File: src/rtl/cam_pkg.sv
// Shared types for the dictionary CAM bank and its configuration-port arbiter.
// Contents: key width constant, cfg write record shared with cam_bank, and the
// update-arbiter FSM state encoding.
package cam_pkg;

    localparam int CAM_KEY_WIDTH = 96;

    // One configuration write as seen on the cam_bank cfg port.
    typedef struct packed {
        logic [31:0]              addr;
        logic [CAM_KEY_WIDTH-1:0] key;
        logic [31:0]              match_id;
        logic [7:0]               len;
        logic                     is_hbm;
    } cam_cfg_t;

    typedef enum logic [1:0] {
        ST_IDLE  = 2'd0,
        ST_ISSUE = 2'd1,
        ST_CLEAR = 2'd2
    } cam_upd_state_e;

endpackage

File: src/rtl/rr_arbiter.sv
// Round-robin picker: first set request bit at or above ptr_i, wrapping.
// Purely combinational; zero latency.
// Ports: req_i request vector, ptr_i search start, gnt_o one-hot, idx_o index, vld_o any grant.
module rr_arbiter #(
    parameter int N     = 4,
    parameter int IDX_W = (N > 1) ? $clog2(N) : 1
) (
    input  logic [N-1:0]     req_i,
    input  logic [IDX_W-1:0] ptr_i,
    output logic [N-1:0]     gnt_o,
    output logic [IDX_W-1:0] idx_o,
    output logic             vld_o
);

    // Walk offsets from farthest to nearest so the nearest requester at or
    // after the pointer is the last (winning) assignment.
    always_comb begin
        gnt_o = '0;
        idx_o = '0;
        vld_o = 1'b0;
        for (int k = N - 1; k >= 0; k--) begin
            if (req_i[(int'(ptr_i) + k) % N]) begin
                gnt_o = N'(1) << ((int'(ptr_i) + k) % N);
                idx_o = IDX_W'((int'(ptr_i) + k) % N);
                vld_o = 1'b1;
            end
        end
    end

endmodule

File: src/rtl/cam_update_arbiter.sv
// Shares the cam_bank cfg write port among NUM_REQ updaters (round-robin) and sequences bulk clears.
// Latency: grant at edge N, cfg_valid from N+1; 2 cycles minimum per write; timeout drops a write.
// Ports: req_* requester side (req_ready combinational), cfg_* registered to cam_bank, clear_* / err_* status.
module cam_update_arbiter
    import cam_pkg::*;
#(
    parameter int NUM_REQ     = 4,
    parameter int KEY_WIDTH   = CAM_KEY_WIDTH,  // must equal CAM_KEY_WIDTH (cam_bank key width)
    parameter int CAM_DEPTH   = 65536,
    parameter int TIMEOUT_CYC = 255
) (
    input  logic                           clk,
    input  logic                           rst_n,
    input  logic [NUM_REQ-1:0]             req_valid,
    output logic [NUM_REQ-1:0]             req_ready,
    input  logic [NUM_REQ*32-1:0]          req_addr,
    input  logic [NUM_REQ*KEY_WIDTH-1:0]   req_key,
    input  logic [NUM_REQ*32-1:0]          req_match_id,
    input  logic [NUM_REQ*8-1:0]           req_len,
    input  logic [NUM_REQ-1:0]             req_is_hbm,
    input  logic                           clear_start,
    output logic                           clear_busy,
    output logic                           clear_done,
    output logic                           probe_quiesce,
    output logic                           cfg_valid,
    output logic [31:0]                    cfg_addr,
    output logic [KEY_WIDTH-1:0]           cfg_key,
    output logic [31:0]                    cfg_match_id,
    output logic [7:0]                     cfg_len,
    output logic                           cfg_is_hbm,
    input  logic                           cfg_rdy,
    output logic                           err_timeout,
    output logic [2:0]                     err_req_id
);

    localparam int IDX_W = $clog2(NUM_REQ);

    cam_upd_state_e     state_q;
    logic [IDX_W-1:0]   rr_ptr_q;
    logic [IDX_W-1:0]   src_q;
    cam_cfg_t           cfg_q;
    logic               cfg_valid_q;
    logic [15:0]        tmo_cnt_q;
    logic [15:0]        tmo_cnt_d;
    logic               clear_busy_q;
    logic               clear_done_q;
    logic               err_timeout_q;
    logic [2:0]         err_req_id_q;

    logic [NUM_REQ-1:0] gnt;
    logic [IDX_W-1:0]   gnt_idx;
    logic               gnt_vld;
    cam_cfg_t           req_pay;
    logic               tmo_hit;
    logic               clr_last;

    rr_arbiter #(
        .N     (NUM_REQ),
        .IDX_W (IDX_W)
    ) u_rr (
        .req_i (req_valid),
        .ptr_i (rr_ptr_q),
        .gnt_o (gnt),
        .idx_o (gnt_idx),
        .vld_o (gnt_vld)
    );

    // Payload of the requester that would win this cycle.
    always_comb begin
        req_pay          = '0;
        req_pay.addr     = req_addr[int'(gnt_idx)*32 +: 32];
        req_pay.key      = req_key[int'(gnt_idx)*KEY_WIDTH +: KEY_WIDTH];
        req_pay.match_id = req_match_id[int'(gnt_idx)*32 +: 32];
        req_pay.len      = req_len[int'(gnt_idx)*8 +: 8];
        req_pay.is_hbm   = req_is_hbm[gnt_idx];
    end

    // A pending clear_start in IDLE wins over requests, so no grant that cycle.
    assign req_ready = (state_q == ST_IDLE && !clear_start) ? gnt : '0;

    // tmo_cnt_q counts stalled cycles already seen; the write is dropped when
    // the current stalled cycle would bring the total to TIMEOUT_CYC.
    assign tmo_cnt_d = tmo_cnt_q + 16'd1;
    assign tmo_hit   = (tmo_cnt_d == 16'(TIMEOUT_CYC));
    // During a clear, cfg_q.addr doubles as the sweep address.
    assign clr_last  = (cfg_q.addr == 32'(CAM_DEPTH - 1));

    always_ff @(posedge clk or negedge rst_n) begin
        if (!rst_n) begin
            state_q       <= ST_IDLE;
            rr_ptr_q      <= '0;
            src_q         <= '0;
            cfg_q         <= '0;
            cfg_valid_q   <= 1'b0;
            tmo_cnt_q     <= '0;
            clear_busy_q  <= 1'b0;
            clear_done_q  <= 1'b0;
            err_timeout_q <= 1'b0;
            err_req_id_q  <= '0;
        end else begin
            clear_done_q  <= 1'b0;
            err_timeout_q <= 1'b0;
            case (state_q)
                ST_IDLE: begin
                    if (clear_start) begin
                        cfg_q        <= '0;
                        cfg_valid_q  <= 1'b1;
                        clear_busy_q <= 1'b1;
                        state_q      <= ST_CLEAR;
                    end else if (gnt_vld) begin
                        cfg_q       <= req_pay;
                        cfg_valid_q <= 1'b1;
                        src_q       <= gnt_idx;
                        rr_ptr_q    <= (gnt_idx == IDX_W'(NUM_REQ - 1)) ? '0 : gnt_idx + IDX_W'(1);
                        tmo_cnt_q   <= '0;
                        state_q     <= ST_ISSUE;
                    end
                end
                ST_ISSUE: begin
                    if (cfg_rdy) begin
                        cfg_valid_q <= 1'b0;
                        state_q     <= ST_IDLE;
                    end else if (tmo_hit) begin
                        cfg_valid_q   <= 1'b0;
                        err_timeout_q <= 1'b1;
                        err_req_id_q  <= 3'(src_q);
                        state_q       <= ST_IDLE;
                    end else begin
                        tmo_cnt_q <= tmo_cnt_d;
                    end
                end
                ST_CLEAR: begin
                    if (cfg_rdy) begin
                        if (clr_last) begin
                            cfg_valid_q  <= 1'b0;
                            clear_busy_q <= 1'b0;
                            clear_done_q <= 1'b1;
                            state_q      <= ST_IDLE;
                        end else begin
                            cfg_q.addr <= cfg_q.addr + 32'd1;
                        end
                    end
                end
                default: state_q <= ST_IDLE;
            endcase
        end
    end

    assign cfg_valid     = cfg_valid_q;
    assign cfg_addr      = cfg_q.addr;
    assign cfg_key       = cfg_q.key;
    assign cfg_match_id  = cfg_q.match_id;
    assign cfg_len       = cfg_q.len;
    assign cfg_is_hbm    = cfg_q.is_hbm;
    assign clear_busy    = clear_busy_q;
    assign probe_quiesce = clear_busy_q;
    assign clear_done    = clear_done_q;
    assign err_timeout   = err_timeout_q;
    assign err_req_id    = err_req_id_q;

endmodule

File: config.mk
export PLATFORM = sky130hd
export DESIGN_NAME = cam_update_arbiter
export DESIGN_NICKNAME = d
export VERILOG_FILES = /design/src/rtl/cam_pkg.sv /design/src/rtl/rr_arbiter.sv /design/src/rtl/cam_update_arbiter.sv
export SDC_FILE = /design/constraint.sdc
export NUM_CORES = 1
export LEC_CHECK = 0
export BUFFER_PORTS_ARGS = -buffer_cell sky130_fd_sc_hd__buf_2
export CORE_AREA = 8 8 329 331
export CTS_CLUSTER_SIZE = 25
export DETAILED_ROUTE_END_ITERATION = 10
export DIE_AREA = 0 0 337 339
export PLACE_DENSITY = 0.32
export RECOVER_POWER = 100
export SKIP_CTS_REPAIR_TIMING = 1
export SLEW_MARGIN = 10
export SYNTH_ARGS = -nofsm -noshare
export SYNTH_HDL_FRONTEND = slang
export SYNTH_SLANG_ARGS = --single-unit
File: constraint.sdc
create_clock -name clk -period 4.7 [get_ports clk]
set_input_delay 0.705 -clock clk [delete_from_list [all_inputs] [get_ports clk]]
set_output_delay 0.705 -clock clk [all_outputs]
set_load 0.01 [all_outputs]
==> metrics.md, run 1 <==
| Metric | Value |
|---|---|
| DRC viols | `0` |
| Initial Utilization | `0.137` |
| Int Power | `6.94 mW` |
| Count of final setup violators | `0` |
| Area leader, netlist | `dfrtp_1` |
| Leakage | `9.49 nW` |
| Avg WL per Cell | `24.8 um` |
| P_sw | `9.18 mW` |
| CTS H-tree depth | `4` |
| Worst endpoint required time | `5110 ps` |
| Routed vias | `18100` |
| Cells after Synth | `1944` |
| Max layer used | `met5` |
| Clk buf depth | `2` |
| Ys flop type | `dfrtp_1` |
| Clock latency on the worst-skew pair | `530 ps` |
| Detailed Route Iter0 Violations | `1047` |
| Die W | `337 um` |
| Util after Layout | `0.199` |
| PwrDens | `788 nW/um^2` |
| Worst IR Drop VDD | `0.000406 V` |
| Comb pwr share | `0.713` |
| Initial antenna violation count | `83` |
| CTS tree | `built` |
| Core area | `103000 um^2` |
| Placed instance count | `4073` |
| Count leader, synth | `nand2_1` |
| RSZ-0062 raised after global routing | `false` |
| Number of synthesized flops with an enable pin | `0` |
| Startpoint types | `register` |
| P&R area growth vs syn | `44.9%` |
| Met2 wire len | `49900 um` |
| Syn_area_per_cell | `7.27 um^2` |
| Sw Share | `0.570` |
| Synthesis Warnings | `0` |
| Metal-1 WL | `41300 um` |
| # port buffers | `863` |
| Hold crit path type | `primary input to register` |
| First-pass GRT wire length | `143000 um` |
| DPL Wire Length | `81100 um` |
| Fraction of registers with async set/reset | `1.00` |
| Metal3 WL | `8840 um` |
| Die area | `114000 um^2` |
| Skew final | `19.3 ps` |
| Worst-Margin Slew | `3680 ps` |
| Clk slew on worst S/H paths | `80 ps` |
| GRT Overall Usage | `0.172` |
| Final WL | `102000 um` |
| Worst Path Max Fanout | `33` |
| Row count | `118` |
| Congestion Overflow GR | `0` |
| Worst Path Arrival | `4630 ps` |
| Final Hold Viols | `0` |
| Root Driver | `clkbuf_16` |
| DR pass1 iterations | `5` |
| Sequential area share after synthesis | `0.349` |
| Setup TNS | `0 ps` |
| Clock buffer count from CTS | `17` |
| Fraction of layout instances using a drive strength above 1 | `0.289` |
| Vias in the first global route | `19000` |
| Period utilization | `0.898` |
| Synth area leaders | `dfrtp_1, nand2_1, nand3_1` |
| Max-slew headroom | `-1.45` |
| Clk sink count | `197` |
| Setup crit end kind | `register` |
| Max-slew violations | `54` |
| CP Class | `register to register` |
| Post-synth top cells | `nand2_1, nand3_1, dfrtp_1, a32o_1, clkbuf_1` |
| Tmin final | `4220 ps` |
| F_max | `237 MHz` |
| Failing checks | `capacitance limit, slew limit` |
| Yosys cell types | `68` |
| Yosys reg bits | `197` |
| Post-route ant nets | `0` |
| Outcome | `complete, but fails checks` |
| Synth Cell Area | `14100 um^2` |
| I/O pins | `865` |
| Flop pwr share | `0.180` |
| Die Y | `339 um` |
| Syn_nets | `2643` |
| Layout Cells excl Fill | `4133` |
| GP Congestion | `0.840` |
| Vias/cell | `4.37` |
| Clk network pwr share | `0.107` |
| Max-cap violations | `1` |
| Net count reported at finish | `3411` |
| Post-synth top area share | `0.349` |
| Largest net degree at the start of global routing | `112` |
[power by group through the flow]
stage / combinational, mW / sequential, mW / clock (mW)
after detailed placement: 12.0 / 2.91 / 0
after CTS: 12.0 / 2.89 / 1.83
after floorplan: 7.01 / 3.00 / 0
after global placement: 12.1 / 2.92 / 0
final: 11.5 / 2.90 / 1.72
after global routing: 12.7 / 2.99 / 1.87
[flip-flops by register name, summed over array words and instances, names as in the netlist]
signal / flops
rr_ptr_q: 2
cfg_addr: 32
err_req_id: 2
cfg_valid: 1
cfg_match_id: 32
src_q: 2
clear_done: 1
err_timeout: 1
tmo_cnt_q: 16
cfg_is_hbm: 1
cfg_len: 8
state_q: 2
cfg_key: 96
clear_busy: 1
[worst paths after layout]
| check | startpoint | end | slack (ps) | cells after the start |
|---|---|---|---|---|
| min | cfg_rdy | clear_done | 470 | 3 |
| max reg2reg | rr_ptr_q[0] | cfg_match_id[20] | 480 | 10 |
| max | rr_ptr_q[0] | cfg_match_id[20] | 480 | 10 |
| min reg2reg | cfg_key[79] | cfg_key[79] | 500 | 1 |
| max in group asynchronous | rst_n | cfg_addr[31] | 1200 | 1 |
| min in group asynchronous | rst_n | cfg_addr[1] | 1450 | 1 |
[routing by layer]
metal | global-route usage | vias to the layer above
met5 | 0 | -
met4 | 0.0416 | 34
met3 | 0.0610 | 149
met2 | 0.299 | 716
met1 | 0.201 | 8691
li1 | - | 8476
[stage by stage]
stage / area [um^2] / setup slack [ps] / hold WS (ps) / power [mW]
2_1_floorplan: 14100 / 1560 / 409 / 10.0
3_3_place_gp: 20100 / 455 / 475 / 15.0
3_5_place_dp: 20100 / 418 / 477 / 14.9
4_1_cts: 20700 / 384 / 93.4 / 16.8
5_1_grt: 20400 / 87.8 / 469 / 17.6
6_report: 20500 / 479 / 474 / 16.1
[cell families after synthesis]
logic type | after synthesis | share of synthesized area
other | 1 | 0.000266
flip-flops | 197 | 0.349
XOR/XNOR | 6 | 0.00372
multiplexers | 15 | 0.0148
adder cells (fa/ha/maj) | 15 | 0.0133
buffers and inverters | 185 | 0.0581
AND/OR/NAND/NOR | 1199 | 0.369
AO/OA/AOI/OAI | 326 | 0.192
[critical path: stages, from the launching register on]
cell	delay (ps)
dfrtp_1	630
inv_1	210
ha_1	420
mux4_2	370
nor2b_1	320
or2_0	300
a22o_4	440
clkbuf_4	620
clkbuf_1	350
nand3_1	130
a32o_1	270
[layout make-up]
cell class	instances	area, um^2
diodes	28	70.1
repair buffers	920	4680
well taps	1380	1730
clock buffers	20	447
clock inverters	12	173
multi-input cells	1562	8390
inverters	14	52.6
flip-flops and latches	197	4930
fillers	12000	82400
[cells in the final DEF (no fill, tap or decap), types with 5 or more instances in the layout]
cell,n
a21oi_1,40
a221o_1,9
a311o_1,9
a311oi_1,12
a31oi_1,7
a32o_1,137
and3_1,30
buf_12,14
buf_2,683
buf_4,36
clkbuf_1,187
clkbuf_16,17
dfrtp_1,197
diode_2,28
ha_1,15
inv_1,14
mux2i_1,7
nand2_1,724
nand2b_1,10
nand3_1,325
nand4_1,9
nor2_1,37
nor2b_1,7
nor3_1,19
nor4_1,10
o211ai_1,5
o21a_1,8
o21ai_0,42
o22ai_1,8
or3_1,7
xor2_1,5
Note: power is estimated with default switching activity, not from simulation.
==> run 2: changes to the inputs <==
ABC_CLOCK_PERIOD_IN_PS = 4700   (was default)
CELL_PAD_IN_SITES_DETAIL_PLACEMENT = 1   (was default)
CELL_PAD_IN_SITES_GLOBAL_PLACEMENT = 2   (was default)
CORE_AREA = 8 8 326 328   (was 8 8 329 331)
DIE_AREA = 0 0 334 336   (was 0 0 337 339)
PLACE_DENSITY = 0.55   (was 0.32)
==> metrics.md, run 2 (synthesized netlist as in run 1, its figures left out) <==
| Metric | Value |
|---|---|
| Startpoint types | `register (unchanged)` |
| Core area | `101000 um^2 (was 103000 um^2)` |
| Worst Path Arrival | `4460 ps (was 4630 ps)` |
| Clk slew on worst S/H paths | `90 ps (was 80 ps)` |
| Congestion Overflow GR | `0 (unchanged)` |
| Count of final setup violators | `0 (unchanged)` |
| Worst IR Drop VDD | `0.000577 V (was 0.000406 V)` |
| Most common cell after layout, fill and taps aside | `nand2_1 (unchanged)` |
| PwrDens | `790 nW/um^2 (was 788 nW/um^2)` |
| DR pass1 iterations | `5 (unchanged)` |
| Clk sink count | `197 (unchanged)` |
| Tmin final | `4070 ps (was 4220 ps)` |
| P&R area growth vs syn | `44.1% (was 44.9%)` |
| Period utilization | `0.866 (was 0.898)` |
| DPL Wire Length | `81800 um (was 81100 um)` |
| Die Y | `336 um (was 339 um)` |
| Worst-Margin Slew | `2400 ps (was 3680 ps)` |
| Setup TNS | `0 ps (unchanged)` |
| Worst Path Max Fanout | `60 (was 33)` |
| Max-slew headroom | `-0.600 (was -1.45)` |
| GP Congestion | `0.858 (was 0.840)` |
| Setup crit end kind | `register (unchanged)` |
| First-pass GRT wire length | `145000 um (was 143000 um)` |
| Row count | `117 (was 118)` |
| Hold crit path type | `primary input to register (unchanged)` |
| Detailed Route Iter0 Violations | `860 (was 1047)` |
| Max-cap violations | `2 (was 1)` |
| Initial antenna violation count | `64 (was 83)` |
| F_max | `246 MHz (was 237 MHz)` |
| Clock latency on the worst-skew pair | `510 ps (was 530 ps)` |
| Crit path max-delay cell type | `dfrtp_1 (unchanged)` |
| Worst path cell trace | `inv_1 -> ha_1 -> mux4_2 -> nor2b_1 -> or2_0 -> a22oi_1 -> buf_12 -> and3_1 -> a311oi_1 -> o221a_2 (was inv_1 -> ha_1 -> mux4_2 -> nor2b_1 -> or2_0 -> a22o_4 -> clkbuf_4 -> clkbuf_1 -> nand3_1 -> a32o_1)` |
| Sw Share | `0.570 (about the same)` |
| Clk buf depth | `2 (unchanged)` |
| Final Hold Viols | `0 (unchanged)` |
| CTS tree | `built (unchanged)` |
| Total Power | `16.1 mW (about the same)` |
| Final WL | `103000 um (was 102000 um)` |
| Int Power | `6.90 mW (was 6.94 mW)` |
| Initial Utilization | `0.140 (was 0.137)` |
| # port buffers | `863 (unchanged)` |
| Vias in the first global route | `19200 (was 19000)` |
| RSZ-0062 raised after global routing | `false (unchanged)` |
| CP Class | `register to register (unchanged)` |
| Vias/cell | `4.44 (was 4.37)` |
| Flop pwr share | `0.184 (was 0.180)` |
| Max reg flops | `96 (unchanged)` |
| CTS H-tree depth | `4 (unchanged)` |
| Post-route ant nets | `0 (unchanged)` |
| Outcome | `complete, but fails checks (unchanged)` |
| Fraction of layout instances using a drive strength above 1 | `0.290 (was 0.289)` |
| CP delay by family, top | `compound AO/OA/AOI/OAI gates (was buffers and inverters)` |
| Commonest non-fill, non-tap cells in the layout | `nand2_1, buf_2, nand3_1 (unchanged)` |
| Die W | `334 um (was 337 um)` |
| GRT Overall Usage | `0.176 (was 0.172)` |
| Routed vias | `18100 (unchanged)` |
| Failing checks | `capacitance limit, slew limit (unchanged)` |
| Max-slew violations | `133 (was 54)` |
| P_sw | `9.16 mW (was 9.18 mW)` |
| Leakage | `9.49 nW (about the same)` |
| Clk network pwr share | `0.100 (was 0.107)` |
| Die area | `112000 um^2 (was 114000 um^2)` |
| I/O pins | `865 (unchanged)` |
| Root Driver | `clkbuf_16 (unchanged)` |
| Clock buffer count from CTS | `17 (unchanged)` |
| Worst endpoint required time | `5090 ps (was 5110 ps)` |
| WP buf/inv | `2 (was 3)` |
| Largest net degree at the start of global routing | `126 (was 112)` |
| Net count reported at finish | `3411 (unchanged)` |
| Slowest stage delay, CP | `640 ps (was 630 ps)` |
| Comb pwr share | `0.717 (was 0.713)` |
| DRC viols | `0 (unchanged)` |
| Skew final | `16.9 ps (was 19.3 ps)` |
| Avg WL per Cell | `25.4 um (was 24.8 um)` |
[run 2: per-layer routing]
layer,global-route usage,vias up,share of wire
met2,0.295,611,0.49
li1,-,8496,-
met1,0.210,8825,0.41
met4,0.0563,18,0.021
met3,0.0625,116,0.079
met5,0,-,0.0011
[run 2: worst reg2reg max path, stage by stage (launching register included)]
cell	delay, ps
dfrtp_1	640
inv_1	230
ha_1	450
mux4_2	540
nor2b_1	190
or2_0	310
a22oi_1	580
buf_12	330
and3_1	350
a311oi_1	70
o221a_2	280
[run 2: power by group through the flow]
| stage | logic (mW) | clock network [mW] | registers, mW |
|---|---|---|---|
| final | 11.5 | 1.60 | 2.95 |
| after global routing | 12.8 | 1.74 | 3.04 |
| after CTS | 12.2 | 1.70 | 2.94 |
| after detailed placement | 12.1 | 0 | 2.97 |
| after global placement | 12.1 | 0 | 2.96 |
| after floorplan | 7.01 | 0 | 3.00 |
[run 2: stage by stage]
step                setup slack, ps  instance area (um^2)  hold slack [ps]   util  instances
finish                          629                 20400              491  0.201       4071
global route                    243                 20300              461  0.201       4062
CTS                             645                 20600              191  0.204       4034
detailed placement              735                 20000              476  0.198       4002
global placement                830                 20000              469  0.198       4002
floorplan                      1560                 14100              409      -       1944
[run 2: cell type report]
| class | count | area [um^2] |
|---|---|---|
| clock inverters | 11 | 88.8 |
| flip-flops and latches | 197 | 4930 |
| diodes | 37 | 92.6 |
| well taps | 1309 | 1640 |
| fillers | 12600 | 80700 |
| multi-input cells | 1562 | 8380 |
| inverters | 14 | 52.6 |
| clock buffers | 21 | 470 |
| repair buffers | 920 | 4700 |
[run 2: worst paths after layout]
| check | from | to | slack, ps | cells past startpoint |
|---|---|---|---|---|
| max in group asynchronous | rst_n | cfg_key[72] | 870 | 2 |
| min in group asynchronous | rst_n | cfg_addr[19] | 910 | 1 |
| max reg2reg | rr_ptr_q[0] | cfg_addr[31] | 630 | 10 |
| min | cfg_rdy | clear_done | 490 | 3 |
| min reg2reg | cfg_match_id[4] | cfg_match_id[4] | 490 | 1 |
| max | rr_ptr_q[0] | cfg_addr[31] | 630 | 10 |
==> run 3: changes to the inputs <==
ABC_AREA = 1   (was default)
CORE_AREA = 8 8 327 329   (was 8 8 326 328)
DIE_AREA = 0 0 335 337   (was 0 0 334 336)
PLACE_DENSITY = 0.59   (was 0.55)
==> metrics.md, run 3 <==
| Metric | Value |
|---|---|
| Yosys reg bits | `197 (unchanged)` |
| Row count | `117 (unchanged)` |
| Final Hold Viols | `0 (unchanged)` |
| Sequential area share after synthesis | `0.321 (was 0.349)` |
| Count leader, synth | `nand2_1 (unchanged)` |
| Most common cell after layout, fill and taps aside | `nand2_1 (unchanged)` |
| Clock buffer count from CTS | `17 (unchanged)` |
| Synth area leaders | `dfrtp_1, nand2_1, nand3_1 (unchanged)` |
| Startpoint types | `register (unchanged)` |
| Setup crit end kind | `register (unchanged)` |
| Ys flop type | `dfrtp_1 (unchanged)` |
| Period utilization | `0.815 (was 0.866)` |
| Syn_area_per_cell | `6.21 um^2 (was 7.27 um^2)` |
| Net count reported at finish | `3925 (was 3411)` |
| Worst setup margin | `869 ps (was 629 ps)` |
| Hold crit path type | `register to register (was primary input to register)` |
| Die area | `113000 um^2 (was 112000 um^2)` |
| Die Y | `337 um (was 336 um)` |
| Max-slew headroom | `-0.818 (was -0.600)` |
| Vias/cell | `4.29 (was 4.44)` |
| Commonest non-fill, non-tap cells in the layout | `nand2_1, buf_2, nand3_1 (unchanged)` |
| Congestion Overflow GR | `0 (unchanged)` |
| Worst Path Max Fanout | `83 (was 60)` |
| GRT Overall Usage | `0.181 (was 0.176)` |
| Max reg flops | `96 (unchanged)` |
| FF-to-FF Start | `rr_ptr_q[0] (unchanged)` |
| Synth Cell Area | `15300 um^2 (was 14100 um^2)` |
| Xor/xnor share of the synthesized area | `0.00400 (was 0.00372)` |
| Tmin final | `3830 ps (was 4070 ps)` |
| Worst IR Drop VDD | `0.000889 V (was 0.000577 V)` |
| Leakage | `10.5 nW (was 9.49 nW)` |
| Count of final setup violators | `0 (unchanged)` |
| Post-synth top area share | `0.321 (was 0.349)` |
| Number of synthesized flops with an enable pin | `0 (unchanged)` |
| Adder-cell share of the synthesized area | `0.0122 (was 0.0133)` |
| Clock latency on the worst-skew pair | `530 ps (was 510 ps)` |
| # port buffers | `863 (unchanged)` |
| PwrDens | `808 nW/um^2 (was 790 nW/um^2)` |
| Synthesis Warnings | `0 (unchanged)` |
| Placed instance count | `4575 (was 4002)` |
| DR pass1 iterations | `4 (was 5)` |
| Layout Cells excl Fill | `4640 (was 4071)` |
| I/O pins | `865 (unchanged)` |
| Setup TNS | `0 ps (unchanged)` |
| P&R area growth vs syn | `39.5% (was 44.1%)` |
| Core area | `101000 um^2 (about the same)` |
| Max-slew violations | `98 (was 133)` |
| Detailed Route Iter0 Violations | `889 (was 860)` |
| Non-Filler Cell Area, Final | `21400 um^2 (was 20400 um^2)` |
| F_max | `261 MHz (was 246 MHz)` |
| Max-cap violations | `2 (unchanged)` |
| DRC viols | `0 (unchanged)` |
| Compound-Gate Fraction of Synth Area | `0.0846 (was 0.192)` |
| Initial antenna violation count | `74 (was 64)` |
| Root Driver | `clkbuf_16 (unchanged)` |
| Syn_nets | `3168 (was 2643)` |
| Critical Path Start | `rr_ptr_q[0] (unchanged)` |
| CP Class | `register to register (unchanged)` |
| GP Congestion | `0.875 (was 0.858)` |
| Failing checks | `capacitance limit, slew limit (unchanged)` |
| Die W | `335 um (was 334 um)` |
| Worst-Margin Slew | `2730 ps (was 2400 ps)` |
| Largest family of logic cells by synthesized area | `simple AND/OR/NAND/NOR gates (unchanged)` |
| CTS H-tree depth | `4 (unchanged)` |
| Post-route ant nets | `0 (unchanged)` |
| Clk buf depth | `2 (unchanged)` |
| Skew final | `15.9 ps (was 16.9 ps)` |
| RSZ-0062 raised after global routing | `false (unchanged)` |
| DPL Wire Length | `85000 um (was 81800 um)` |
| Initial Utilization | `0.151 (was 0.140)` |
| Final WL | `107000 um (was 103000 um)` |
| Worst Path Arrival | `4270 ps (was 4460 ps)` |
| Cells after Synth | `2469 (was 1944)` |
| Fraction of layout instances using a drive strength above 1 | `0.241 (was 0.290)` |
| Worst hold start | `cfg_valid (was cfg_rdy)` |
| Mux contribution to synthesized area | `0 (was 0.0148)` |
| Dpl ws | `1360 ps (was 735 ps)` |
| Routed vias | `19900 (was 18100)` |
| Fraction of registers with async set/reset | `1.00 (unchanged)` |
| Outcome | `complete, but fails checks (unchanged)` |
| Clk sink count | `197 (unchanged)` |
| Yosys cell types | `42 (was 68)` |
| Placed Instance Area | `21000 um^2 (was 20000 um^2)` |
| Largest net degree at the start of global routing | `133 (was 126)` |
| First-pass GRT wire length | `151000 um (was 145000 um)` |
| Clk slew on worst S/H paths | `80 ps (was 90 ps)` |
| Post-synth top cells | `nand2_1, nand3_1, inv_1, dfrtp_1, o21ai_1 (was nand2_1, nand3_1, dfrtp_1, a32o_1, clkbuf_1)` |
| Post-synthesis simple-gate area fraction | `0.459 (was 0.369)` |
| Vias in the first global route | `20900 (was 19200)` |
| Avg WL per Cell | `23.0 um (was 25.4 um)` |
| CTS tree | `built (unchanged)` |
| Worst endpoint required time | `5140 ps (was 5090 ps)` |
| Area leader, netlist | `dfrtp_1 (unchanged)` |
## run 3: changes by cell type in the layout (fill, tap and decap cells not counted), sizes merged, moves of 10 or more
cell	before	now
inv	20	261
nand3	325	561
a32o	137	0
nand2	724	847
o21ai	45	164
nor2	37	84
nand3b	1	39
a21boi	2	30
and3	30	2
buf	736	719
nor3	19	32
a311oi	12	0
a21oi	41	30
nand2b	10	0
## run 3: layer usage
layer  wire length (um)  part of all wire  global-route usage
met1              43600              0.41               0.210
met2              53500              0.50               0.322
met3               7870             0.074              0.0616
met5                172            0.0016                   0
met4               1630             0.015              0.0359
## run 3: final timing paths
path | to | slack [ps] | cells past startpoint
worst max-delay path | cfg_addr[19] | 870 | 16
worst min-delay path | cfg_valid | 490 | 2
worst max register to register | cfg_addr[19] | 870 | 16
worst min register to register | cfg_valid | 490 | 2
max in group asynchronous | cfg_match_id[25] | 2060 | 1
min in group asynchronous | cfg_addr[15] | 1010 | 1
## run 3: logic make-up (layout without fill, tap and decap cells)
group | count (synthesis) | in the layout
compound gates | 237 | 237
xor+xnor | 7 | 7
fa+ha+maj | 15 | 15
buf+inv | 419 | 1189
flops | 197 | 197
other cells | 1 | 34
simple gates | 1593 | 1593
## run 3: final cells by class
cell class | count | area [um^2]
Antenna cell | 33 | 82.6
Clock buffer | 20 | 447
Clock inverter | 12 | 144
Fill cell | 13000 | 79900
Inverter | 256 | 978
Multi-Input combinational cell | 1853 | 8560
Sequential cell | 197 | 4930
Tap cell | 1368 | 1710
Timing Repair Buffer | 901 | 4540
## run 3: critical path, cell delays in order (launching register included)
cell	delay, ps
dfrtp_1	610
inv_4	110
ha_1	350
inv_1	90
nand3_1	100
nand2_1	160
inv_1	180
nand2_1	100
nand2_1	50
nand2_1	80
nand2_1	330
inv_8	570
buf_4	360
nand2_1	80
nand3_1	70
nand3_1	190
a21boi_0	220
## run 3: stage by stage
step | hold WS [ps] | utilization | power, mW
after floorplan | 409 | - | 11.4
after global placement | 456 | 0.208 | 16.4
after detailed placement | 475 | 0.208 | 16.4
after CTS | 216 | 0.213 | 18.2
after global routing | 479 | 0.211 | 19.2
final | 494 | 0.211 | 17.3
## run 3: power breakdown
part / internal (mW) / leakage, nW / switching (mW)
logic: 3.72 / 7.70 / 9.07
registers: 2.33 / 2.56 / 0.529
clock network: 0.810 / 0.284 / 0.839
